## src/rtl/adder_acc_pkg.sv

```systemverilog
// rtl/adder_acc_pkg.sv - shared state encoding and default sizes for the adder accumulator
package adder_acc_pkg;

  localparam int ACC_WIDTH   = 16;
  localparam int ACC_CNT_W   = 8;
  localparam int ACC_CARRY_W = 8;

  typedef enum logic [1:0] {
    IDLE  = 2'd0,
    ACCUM = 2'd1,
    DONE  = 2'd2
  } acc_state_e;

endpackage

```

## src/rtl/acc_adder16.sv

```systemverilog
// rtl/acc_adder16.sv - combinational WIDTH-bit carry-propagate add with carry-in and carry-out
module acc_adder16 #(
  parameter int WIDTH = 16
) (
  input  logic [WIDTH-1:0] a,
  input  logic [WIDTH-1:0] b,
  input  logic             ci,
  output logic [WIDTH-1:0] s,
  output logic             co
);

  assign {co, s} = {1'b0, a} + {1'b0, b} + {{WIDTH{1'b0}}, ci};

endmodule

```

## src/rtl/adder_accumulator.sv

```systemverilog
// rtl/adder_accumulator.sv - streaming operand accumulator with carry-out count; ADDER_ACC_SATURATE_EN clamps the sum
module adder_accumulator
  import adder_acc_pkg::*;
#(
  parameter int WIDTH   = ACC_WIDTH,
  parameter int CNT_W   = ACC_CNT_W,
  parameter int CARRY_W = ACC_CARRY_W
) (
  input  logic               clk,
  input  logic               rst_n,
  input  logic               start,
  input  logic [CNT_W-1:0]   len,
  input  logic               cin,
  output logic               busy,
  input  logic               in_valid,
  output logic               in_ready,
  input  logic [WIDTH-1:0]   in_data,
  output logic               out_valid,
  input  logic               out_ready,
  output logic [WIDTH-1:0]   out_sum,
  output logic [CARRY_W-1:0] out_carries
);

  acc_state_e          state_q, state_d;
  logic [WIDTH-1:0]    acc_q, acc_d;
  logic [CARRY_W-1:0]  carries_q, carries_d;
  logic [CNT_W-1:0]    remaining_q, remaining_d;

  logic [WIDTH-1:0]    add_s;
  logic                add_co;
  logic                beat;

  acc_adder16 #(.WIDTH(WIDTH)) u_add (
    .a  (acc_q),
    .b  (in_data),
    .ci (1'b0),
    .s  (add_s),
    .co (add_co)
  );

  assign beat = in_valid && (state_q == ACCUM);

  always_comb begin
    state_d     = state_q;
    acc_d       = acc_q;
    carries_d   = carries_q;
    remaining_d = remaining_q;
    case (state_q)
      IDLE: begin
        if (start) begin
          acc_d       = {{(WIDTH-1){1'b0}}, cin};
          carries_d   = '0;
          remaining_d = len;
          state_d     = (len == '0) ? DONE : ACCUM;
        end
      end
      ACCUM: begin
        if (beat) begin
`ifdef ADDER_ACC_SATURATE_EN
          // Once clamped, later adds of zero keep all-ones and nonzero adds carry again.
          acc_d = add_co ? {WIDTH{1'b1}} : add_s;
`else
          acc_d = add_s;
`endif
          if (add_co && (carries_q != {CARRY_W{1'b1}})) begin
            carries_d = carries_q + CARRY_W'(1);
          end
          remaining_d = remaining_q - CNT_W'(1);
          if (remaining_q == CNT_W'(1)) begin
            state_d = DONE;
          end
        end
      end
      DONE: begin
        if (out_ready) begin
          state_d = IDLE;
        end
      end
      default: state_d = IDLE;
    endcase
  end

  always_ff @(posedge clk or negedge rst_n) begin
    if (!rst_n) begin
      state_q     <= IDLE;
      acc_q       <= '0;
      carries_q   <= '0;
      remaining_q <= '0;
    end else begin
      state_q     <= state_d;
      acc_q       <= acc_d;
      carries_q   <= carries_d;
      remaining_q <= remaining_d;
    end
  end

  assign busy        = (state_q != IDLE);
  assign in_ready    = (state_q == ACCUM);
  assign out_valid   = (state_q == DONE);
  assign out_sum     = acc_q;
  assign out_carries = carries_q;

endmodule

```

## config.mk

```make
export PLATFORM = sky130hd
export DESIGN_NAME = adder_accumulator
export DESIGN_NICKNAME = d
export VERILOG_FILES = /design/src/rtl/adder_acc_pkg.sv /design/src/rtl/acc_adder16.sv /design/src/rtl/adder_accumulator.sv
export SDC_FILE = /design/constraint.sdc
export NUM_CORES = 1
export LEC_CHECK = 0
export ABC_AREA = 1
export CORE_MARGIN = 2
export CORE_UTILIZATION = 45
export CTS_BUF_LIST = sky130_fd_sc_hd__clkbuf_8 sky130_fd_sc_hd__clkbuf_16
export DETAILED_ROUTE_END_ITERATION = 8
export GPL_TIMING_DRIVEN = 0
export MAX_ROUTING_LAYER = met4
export PLACE_DENSITY = 0.72
export SLEW_MARGIN = 0
export SYNTH_ARGS = -nofsm -noshare
export SYNTH_HDL_FRONTEND = slang
export SYNTH_SLANG_ARGS = --single-unit
```

## constraint.sdc

```tcl
create_clock -name clk -period 3.2 [get_ports clk]
set_input_delay 0.96 -clock clk [delete_from_list [all_inputs] [get_ports clk]]
set_output_delay 0.96 -clock clk [all_outputs]
set_load 0.02 [all_outputs]
```

==> results.ini, run 1 <==
[routing]
drtIter0Drc = 143
wl_met1_mm = 2.93
num_vias = 2673
dr.pass1.iters = 5
ant_nets = 0
top_layer_used = met4
wire_per_inst_um = 12.9
wl_met3_um = 357
route.detailed.drc = 0
via_per_inst = 5.26
met2_wirelength_mm = 3.23
routed_wl_mm = 6.57

[grt]
antenna_found_initial = 0
track_usage_pct = 22.4
grt_max_degree = 35
grt_pass1_wl_mm = 11.2
overflow = 0
grt_pass1_vias = 2577

[timing]
fin_crit_sh_pct = 88.5
hold_violations = 0
finalSetupViolations = 0
slew_viol_final = 0
rsz0062_at_grt = no
max_freq_ghz = 0.353
setup_ws_ps = 367
max-slew-margin-rel_pct = 47.9
holdWs_ps = 518
worstMarginPinSlew_ps = 781
setup_tns_ps = 0
finClkSkew_ps = 7.18
min_period_ps = 2830

[cells_and_area]
final_cell_mix = nand2_1 (126), clkdlybuf4s50_1 (55), inv_1 (35), dfrtp_1 (34), nor2_1 (30)
final_common_cell = nand2_1
fin_area_um2 = 3370
multi_input_area_um2 = 1570
area_growth_pct = 28.0
fin_nets = 485
fin_util_pct = 60.5
regArea_um2 = 851
n_antenna_cell = 0
drive_gt1_share_pct = 8.03
fillCellCount = 544

[critical_path]
slowest_stage = clkdlybuf4s50_1
cp-start-kind = input pin
path_buf_inv = 1
cp_top_family = simple AND/OR/NAND/NOR gates
arrival_ps = 3060
crit_type = in2reg
required_ps = 3430
r2r_cells = 13
crit_path_end_kind = flip-flop
crit_chain = clkdlybuf4s50_1 -> ha_1 -> fa_1 -> nand2_1 -> nand2_1 -> nand3_1 -> nand2_1 -> nand2_1 -> nand2_1 -> nand2_1 -> nand2_2 -> nand2_2 -> nand2_1 -> nand2_1
reg2reg_from = out_sum[0]
worstPathMaxFanout = 9
critPathMaxStageDelay_ps = 410
rrSetupSlack_ps = 1060
cpMostUsedCell = nand2_1
r2r-end = out_carries[4]

[clocking]
clock_sinks = 34
worstSkewPairLatency_ps = 290
cts_tree = yes
htree_levels = 2
cts_buffers = 5
hold_buffers = 0
postCtsSetupBuffers = 0
cts_root_buffer = clkbuf_8
clk_pin_slew_ps = 80
cts_resized = 0
clk_path_buf_depth = 2

[floorplanning]
die_w_um = 80.5
ioPinCount = 57
die_h_um = 80.5
placementRows = 27
coreArea_um2 = 5570
initial_core_util_pct = 47.3
die-area_um2 = 6480

[power_and_ir_drop]
pwr-share-clk_pct = 11.0
leakage_uw = 0.00169
ir_drop_v = 0.000528
power.density_nw_per_um2 = 916
switching_share_pct = 48.9
netSwitchingPower_uw = 1510
seq_power_share_pct = 23.9
p_comb_share_pct = 65.1
p_int_uw = 1580

[worst_hold_path]
hold_path_class = reg2reg
min_from = out_sum[13]
worst_hold_path.endpoint = out_sum[13]
hold-path-cell-count = 2

[yosys]
postSynthAreaPerCell_um2 = 7.08
yosysWarnings = 0
ys.flop_type = dfrtp_1
synth-edff-count = 0
synthTopCellsByArea = dfrtp_1 (32%), nand2_1 (18%), ha_1 (9.0%)
synth_top_area_share_pct = 32.3
async_flop_share_pct = 100
syn_nets = 422
ys_seq_area_share_pct = 32.3
synth_area_um2 = 2640
ys_ff_latch = 34
synthCells = 372
post_synth_num_cell_types = 41
yosysTopAreaCell = dfrtp_1

[run]
cap_violations = 0

[placement]
placed_area_um2 = 3280
hpwlAfterDp_mm = 4.90
place_ws_ps = 61.4
io_buffers = 56
gp_congestion = 0.921

[run_status]
status = finished, final reports clean

-- power by group through the flow --
| stage | clock (uW) | sequential, uW | combinational (uW) |
|---|---|---|---|
| global placement | 0 | 733 | 1980 |
| finish | 341 | 737 | 2010 |
| global route | 367 | 761 | 2250 |
| floorplan | 0 | 842 | 1290 |
| CTS | 347 | 737 | 2020 |
| detailed placement | 0 | 740 | 2010 |
-- area by class of cell --
cell class,count,share of cell area [%]
multi-input cells,292,46.4
clock buffers,6,2.45
clock inverters,2,0.260
plain buffers,7,2.00
well taps,72,2.67
repair buffers,56,16.5
flip-flops and latches,34,25.2
inverters,39,4.49
-- worst reg2reg max path, stage by stage (launching register included) --
cell,delay [ps]
dfrtp_1,410
ha_1,250
fa_1,390
nand2_1,100
nand2_1,90
nand3_1,100
nand2_1,110
nand2_1,80
nand2_1,50
nand2_1,70
nand2_2,130
nand2_2,180
nand2_1,70
nand2_1,60
-- how the worst max path moves through the flow --
stage                           from             end  slack, ps  cells after the start
after global routing      in_data[0]  out_carries[7]        140                     14
after global placement    in_data[0]  out_carries[4]         90                     14
final                     in_data[0]  out_carries[4]        370                     14
after CTS                 in_data[0]  out_carries[1]        360                     14
after detailed placement  in_data[0]  out_carries[1]         60                     14
after floorplan           in_data[0]  out_carries[6]        800                     13
-- registers in the layout, indices dropped and copies added (netlist names) --
name,cells
state_q,2
out_carries,8
remaining_q,8
out_sum,16
-- cell families (layout without fill, tap and decap cells) --
family                   after synthesis  in the layout  share of synthesized area, %
AO/OA/AOI/OAI                         61             61                          14.4
XOR/XNOR                               4              4                          1.33
adder cells (fa/ha/maj)               20             20                          9.78
buffers and inverters                 46            110                          8.31
flip-flops                            34             34                          32.3
AND/OR/NAND/NOR                      207            207                          33.9
-- stage by stage --
step	instances	power [uW]
3_5_place_dp	500	2750
3_3_place_gp	500	2710
6_report	508	3090
4_1_cts	508	3100
5_1_grt	508	3380
2_1_floorplan	372	2140
-- cell usage after synthesis (2+ instances only) --
| master | count |
|---|---|
| xor2_1 | 2 |
| nand2_1 | 126 |
| o21ai_0 | 18 |
| inv_4 | 2 |
| nor3_1 | 5 |
| nand4_1 | 2 |
| nor4_1 | 3 |
| o21ai_1 | 2 |
| buf_4 | 2 |
| nor2_1 | 30 |
| dfrtp_1 | 34 |
| nand3_1 | 25 |
| nor2_4 | 2 |
| nand3b_1 | 4 |
| ha_1 | 19 |
| o21ai_2 | 3 |
| inv_1 | 34 |
| nand2_2 | 3 |
| xnor2_1 | 2 |
| buf_6 | 3 |
| a21oi_1 | 24 |
| nor3b_1 | 3 |
| o22ai_1 | 2 |
| o211ai_2 | 3 |
| inv_2 | 3 |
-- per-layer routing --
| metal | global-route usage (%) | vias up |
|---|---|---|
| met5 | - | - |
| met4 | 6.61 | 0 |
| met3 | 3.03 | 6 |
| met2 | 38.8 | 96 |
| met1 | 27.2 | 1226 |
| li1 | - | 1345 |
No activity file was read; power rests on OpenSTA's default activity.
==> run 2, diff against run 1 <==
==> constraint.sdc (replaced) <==
create_clock -name clk -period 2.61 [get_ports clk]
set_input_delay 0.783 -clock clk [delete_from_list [all_inputs] [get_ports clk]]
set_output_delay 0.783 -clock clk [all_outputs]
set_load 0.02 [all_outputs]
==> run 2 against run 1 <==
First-iteration DRC count is 4.2% higher. Sequential power is 23% higher. Combinational power is 26% higher. Hold slack worse by 1.3 ps. Final area is 1.1% higher. Wire length is 1.2% higher. Global-route usage stayed put. Clock power is 22% higher. Via count is 0.52% lower. Flip-flop and latch count stayed put. Non-clock buffer count stayed put. Largest cell class unchanged.
==> results.ini, run 2 (synthesis results as in run 1) <==
[clocking]
cts_tree = yes
cts_buffers = 5
cts_root_buffer = clkbuf_8
htree_levels = 2
clk_path_buf_depth = 2
worstSkewPairLatency_ps = 290
hold_buffers = 0
postCtsSetupBuffers = 0
clock_sinks = 34
clk_pin_slew_ps = 80

[grt]
grt_pass1_vias = 2573
overflow = 0
track_usage_pct = 22.4
antenna_found_initial = 0
grt_max_degree = 35
grt_pass1_wl_mm = 11.2

[timing]
hold_violations = 0
max-slew-margin-rel_pct = 48.5
max_freq_ghz = 0.412
worstMarginPinSlew_ps = 772
finalSetupViolations = 0
slew_viol_final = 0
fin_crit_sh_pct = 92.9
finClkSkew_ps = 4.30
rsz0062_at_grt = no
min_period_ps = 2420

[cells_and_area]
layoutNonFillerInstCount = 509
final_cell_mix = nand2_1 (123), clkdlybuf4s50_1 (54), inv_1 (35), dfrtp_1 (34), nor2_1 (30)
fin_nets = 486
area_growth_pct = 29.3
n_antenna_cell = 0
largest_reg_flops = 16
drive_gt1_share_pct = 9.38
fillCellCount = 538
final_common_cell = nand2_1
fin_util_pct = 61.1

[routing]
drtIter0Drc = 149
dr.pass1.iters = 5
routed_wl_mm = 6.65
via_per_inst = 5.22
route.detailed.drc = 0
wire_per_inst_um = 13.1
ant_nets = 0
num_vias = 2659

[placement]
gp_congestion = 0.921
dp.cells = 500
io_buffers = 56
hpwlAfterDp_mm = 4.90

[floorplanning]
initial_core_util_pct = 47.3
die-area_um2 = 6480
placementRows = 27
die_w_um = 80.5
die_h_um = 80.5
ioPinCount = 57
coreArea_um2 = 5570

[worst_hold_path]
hold_path_class = reg2reg

[power_and_ir_drop]
power.density_nw_per_um2 = 1130
ir_drop_v = 0.000683
leakage_uw = 0.00169

[critical_path]
crit_path_end_kind = flip-flop
cp-start-kind = input pin
required_ps = 2840
slowest_stage = clkdlybuf4s50_1
crit_chain = clkdlybuf4s50_1 -> ha_2 -> fa_2 -> nand2_2 -> nand2_1 -> nand3_1 -> nand2_2 -> nand2_1 -> nand2_1 -> nand2_2 -> nand2_4 -> nand2_8 -> nand2_1 -> nand2_1
worstPathMaxFanout = 8
cpMostUsedCell = nand2_1
arrival_ps = 2650
critPathMaxStageDelay_ps = 410
crit_type = in2reg

[run_status]
status = finished, final reports clean

[run]
cap_violations = 0

-- run 2: power by group --
group          switching (uW)  leakage [uW]  total (uW)  internal, uW
Combinational            1520       0.00121        2530          1010
Sequential                170      0.000436         904           734
Clock                     206     0.0000524         415           209
-- run 2: metrics by stage --
step                setup TNS, ps  worst slack (ps)  instance area (um2)  hold WS [ps]  total power [uW]
detailed placement          -2940              -352                 3280           499              3370
finish                          0               186                 3410           517              3850
global placement            -5950              -319                 3290           490              3320
global route                    0              24.1                 3410           543              4200
CTS                             0              24.9                 3380           519              3820
floorplan                       0               385                 2640           465              2620
-- run 2: path summary, 6_finish.rpt --
path	startpoint	endpoint	slack, ps	depth (start not counted)
min	out_sum[4]	out_sum[4]	520	2
min in group asynchronous	rst_n	out_sum[4]	560	1
max in group asynchronous	rst_n	out_carries[4]	1550	1
max	in_data[0]	out_carries[4]	190	14
min reg2reg	out_sum[4]	out_sum[4]	520	2
max reg2reg	out_sum[0]	out_carries[4]	690	13
-- run 2: timing repair --
item / in CTS / in global routing
cloned: 0 / 1
gates resized for setup: 3 / 6
pin swaps: 0 / 1
endpoints found under the setup margin: 9 / 8
-- run 2: layer usage --
metal | up-vias | global-route usage [%] | wire (um)
li1 | 1348 | - | -
met1 | 1222 | 27.2 | 3000
met2 | 79 | 38.8 | 3230
met3 | 10 | 3.03 | 332
met4 | 0 | 6.61 | 82
met5 | - | - | 0
-- run 2: layout make-up --
cell class	instances	area (um2)	area share, %
multi-input combinational	293	1600	47.0
sequential	34	851	25.0
timing repair buffer	56	554	16.3
inverter	39	151	4.44
tap	72	90.1	2.64
clock buffer	6	82.6	2.42
buffer	7	67.6	1.98
clock inverter	2	8.76	0.257
-- run 2: critical path, delay by kind of cell --
kind | cells | cell delay, ps
simple gates | 11 | 880
fa+ha+maj | 2 | 570
buf+inv | 1 | 410
==> run 3, diff against run 2 <==
--- a/config.mk
+++ b/config.mk
@@ -7,12 +7,12 @@
 export LEC_CHECK = 0
 export ABC_AREA = 1
 export CORE_MARGIN = 2
-export CORE_UTILIZATION = 45
+export CORE_UTILIZATION = 51
 export CTS_BUF_LIST = sky130_fd_sc_hd__clkbuf_8 sky130_fd_sc_hd__clkbuf_16
 export DETAILED_ROUTE_END_ITERATION = 8
 export GPL_TIMING_DRIVEN = 0
 export MAX_ROUTING_LAYER = met4
-export PLACE_DENSITY = 0.72
+export PLACE_DENSITY = 0.8
 export SLEW_MARGIN = 0
 export SYNTH_ARGS = -nofsm -noshare
 export SYNTH_HDL_FRONTEND = slang
==> run 3 against run 2 <==
Via count grew 0.15%. Sequential share of layout area shrank 0.091 points. Final cell count shrank 0.39%. First-iteration DRC count grew 8.1%. Count of clock-buffer cells in the layout shrank 1. Utilization grew 6.7 points. Non-clock buffer count is the same. Critical path type unchanged. Critical endpoint is now out_carries[6]. Highest routed layer unchanged.
==> results.ini, run 3 (synthesis results as in run 1) <==
[routing]
num_vias = 2663
drtIter0Drc = 161
dr.pass1.iters = 4
via_per_inst = 5.25
ant_nets = 0
route.detailed.drc = 0
routed_wl_mm = 6.67
wire_per_inst_um = 13.2

[grt]
grt_pass1_vias = 2498
track_usage_pct = 25.4
busiest_layer = met2
grtUsageMet3_pct = 5.56
globalRouteMet1Util_pct = 29.3
antenna_found_initial = 0
grt_pass1_wl_mm = 10.7
met2_usage_pct = 42.9
overflow = 0
grt_max_degree = 35

[clocking]
clk_path_buf_depth = 2
cts_root_buffer = clkbuf_8
cts_buffers = 5
clk_pin_slew_ps = 70
worstSkewPairLatency_ps = 300
cts_tree = yes
htree_levels = 2
clock_sinks = 34

[cells_and_area]
final_common_cell = nand2_1
drive_gt1_share_pct = 9.38
fin_util_pct = 67.8
n_antenna_cell = 0
final_cell_mix = nand2_1 (124), clkdlybuf4s50_1 (54), inv_1 (34), dfrtp_1 (34), nor2_1 (30)
area_growth_pct = 29.8
largest_reg_flops = 16
fin_nets = 486
fin_area_um2 = 3420

[critical_path]
slowest_stage = clkdlybuf4s50_1
crit_type = in2reg
critPathMaxStageDelay_ps = 410
path_buf_inv = 1
cp_top_family = simple AND/OR/NAND/NOR gates
worstPathMaxFanout = 8
arrival_ps = 2700
cpMostUsedCell = nand2_1
cp-start-kind = input pin
required_ps = 2840
crit_chain = clkdlybuf4s50_1 -> ha_2 -> fa_2 -> nand2_1 -> nand2_1 -> nand3_1 -> nand2_2 -> nand2_1 -> nand2_1 -> nand2_2 -> nand2_4 -> nand2_8 -> nand2_1 -> nand2_1
crit_path_end_kind = flip-flop

[timing]
worstMarginPinSlew_ps = 783
slew_viol_final = 0
rsz0062_at_grt = no
fin_crit_sh_pct = 94.5
hold_violations = 0
max-slew-margin-rel_pct = 47.8
min_period_ps = 2470
max_freq_ghz = 0.405
setup_ws_ps = 143
finalSetupViolations = 0
finClkSkew_ps = 10.1

[floorplanning]
placementRows = 26
initial_core_util_pct = 52.3
ioPinCount = 57
die_w_um = 75.9
die-area_um2 = 5760
coreArea_um2 = 5040
die_h_um = 75.9

[power_and_ir_drop]
ir_drop_v = 0.000589
leakage_uw = 0.00170
power.density_nw_per_um2 = 1150

[placement]
io_buffers = 56
gp_congestion = 0.887
place_ws_ps = -330
placed_area_um2 = 3280
hpwlAfterDp_mm = 4.82

[run]
cap_violations = 0

[worst_hold_path]
hold_path_class = reg2reg

[run_status]
status = finished, final reports clean

==> run 3: changes by cell type in the layout (fill, tap and decap cells not counted), sizes merged <==
| cell | change |
|---|---|
| bufinv | +1 |
| clkbuf | -1 |
| inv | -1 |
| clkinv | +1 |
==> run 3: through the flow <==
step / cells / hold WS [ps] / power, uW / setup TNS (ps)
6_report: 507 / 512 / 3950 / 0
5_1_grt: 507 / 537 / 4290 / 0
4_1_cts: 506 / 521 / 3890 / 0
3_5_place_dp: 498 / 501 / 3370 / -2820
3_3_place_gp: 498 / 488 / 3320 / -3990
2_1_floorplan: 372 / 465 / 2620 / 0
==> run 3: worst min-delay path, delay by kind of cell (launching register included) <==
kind             cells  cell delay, ps
flip-flops           1             370
AND/OR/NAND/NOR      2             110
==> run 3: final cells by class <==
type / count / area, um2
multi-input combinational: 293 / 1600
timing repair buffer: 56 / 554
fill: 463 / 1620
inverter: 39 / 151
tap: 70 / 87.6
sequential: 34 / 851
clock buffer: 5 / 68.8
clock inverter: 3 / 40.0
buffer: 7 / 67.6
==> run 3: power breakdown <==
part,leakage [uW],switching [uW],total [uW],internal (uW)
logic,0.00121,1550,2560,1010
clock network,0.0000579,213,494,281
registers,0.000436,166,900,734
total,0.00170,1930,3950,2020
==> run 3: final timing paths <==
check / from / endpoint / slack, ps / cells after the start
max: in_data[0] / out_carries[6] / 140 / 14
min: out_sum[13] / out_sum[13] / 510 / 2
max reg2reg: out_sum[0] / out_carries[6] / 650 / 13
min reg2reg: out_sum[13] / out_sum[13] / 510 / 2
max in group asynchronous: rst_n / remaining_q[2] / 1550 / 1
min in group asynchronous: rst_n / out_sum[5] / 560 / 1
==> run 3: timing repair <==
item	CTS	global route
endpoints found under the setup margin	9	8
buffers inserted	0	0
hold endpoints to repair	0	0
gates cloned	0	1
hold buffers	0	0
gates resized for setup	2	6
pin swaps	0	4
==> run 3: routing by layer <==
metal  vias to the layer above  part of all wire [%]
met1                      1241                    43
met4                         0                   1.8
met5                         -                     0
met2                        65                    50
li1                       1344                     -
met3                        13                   4.9
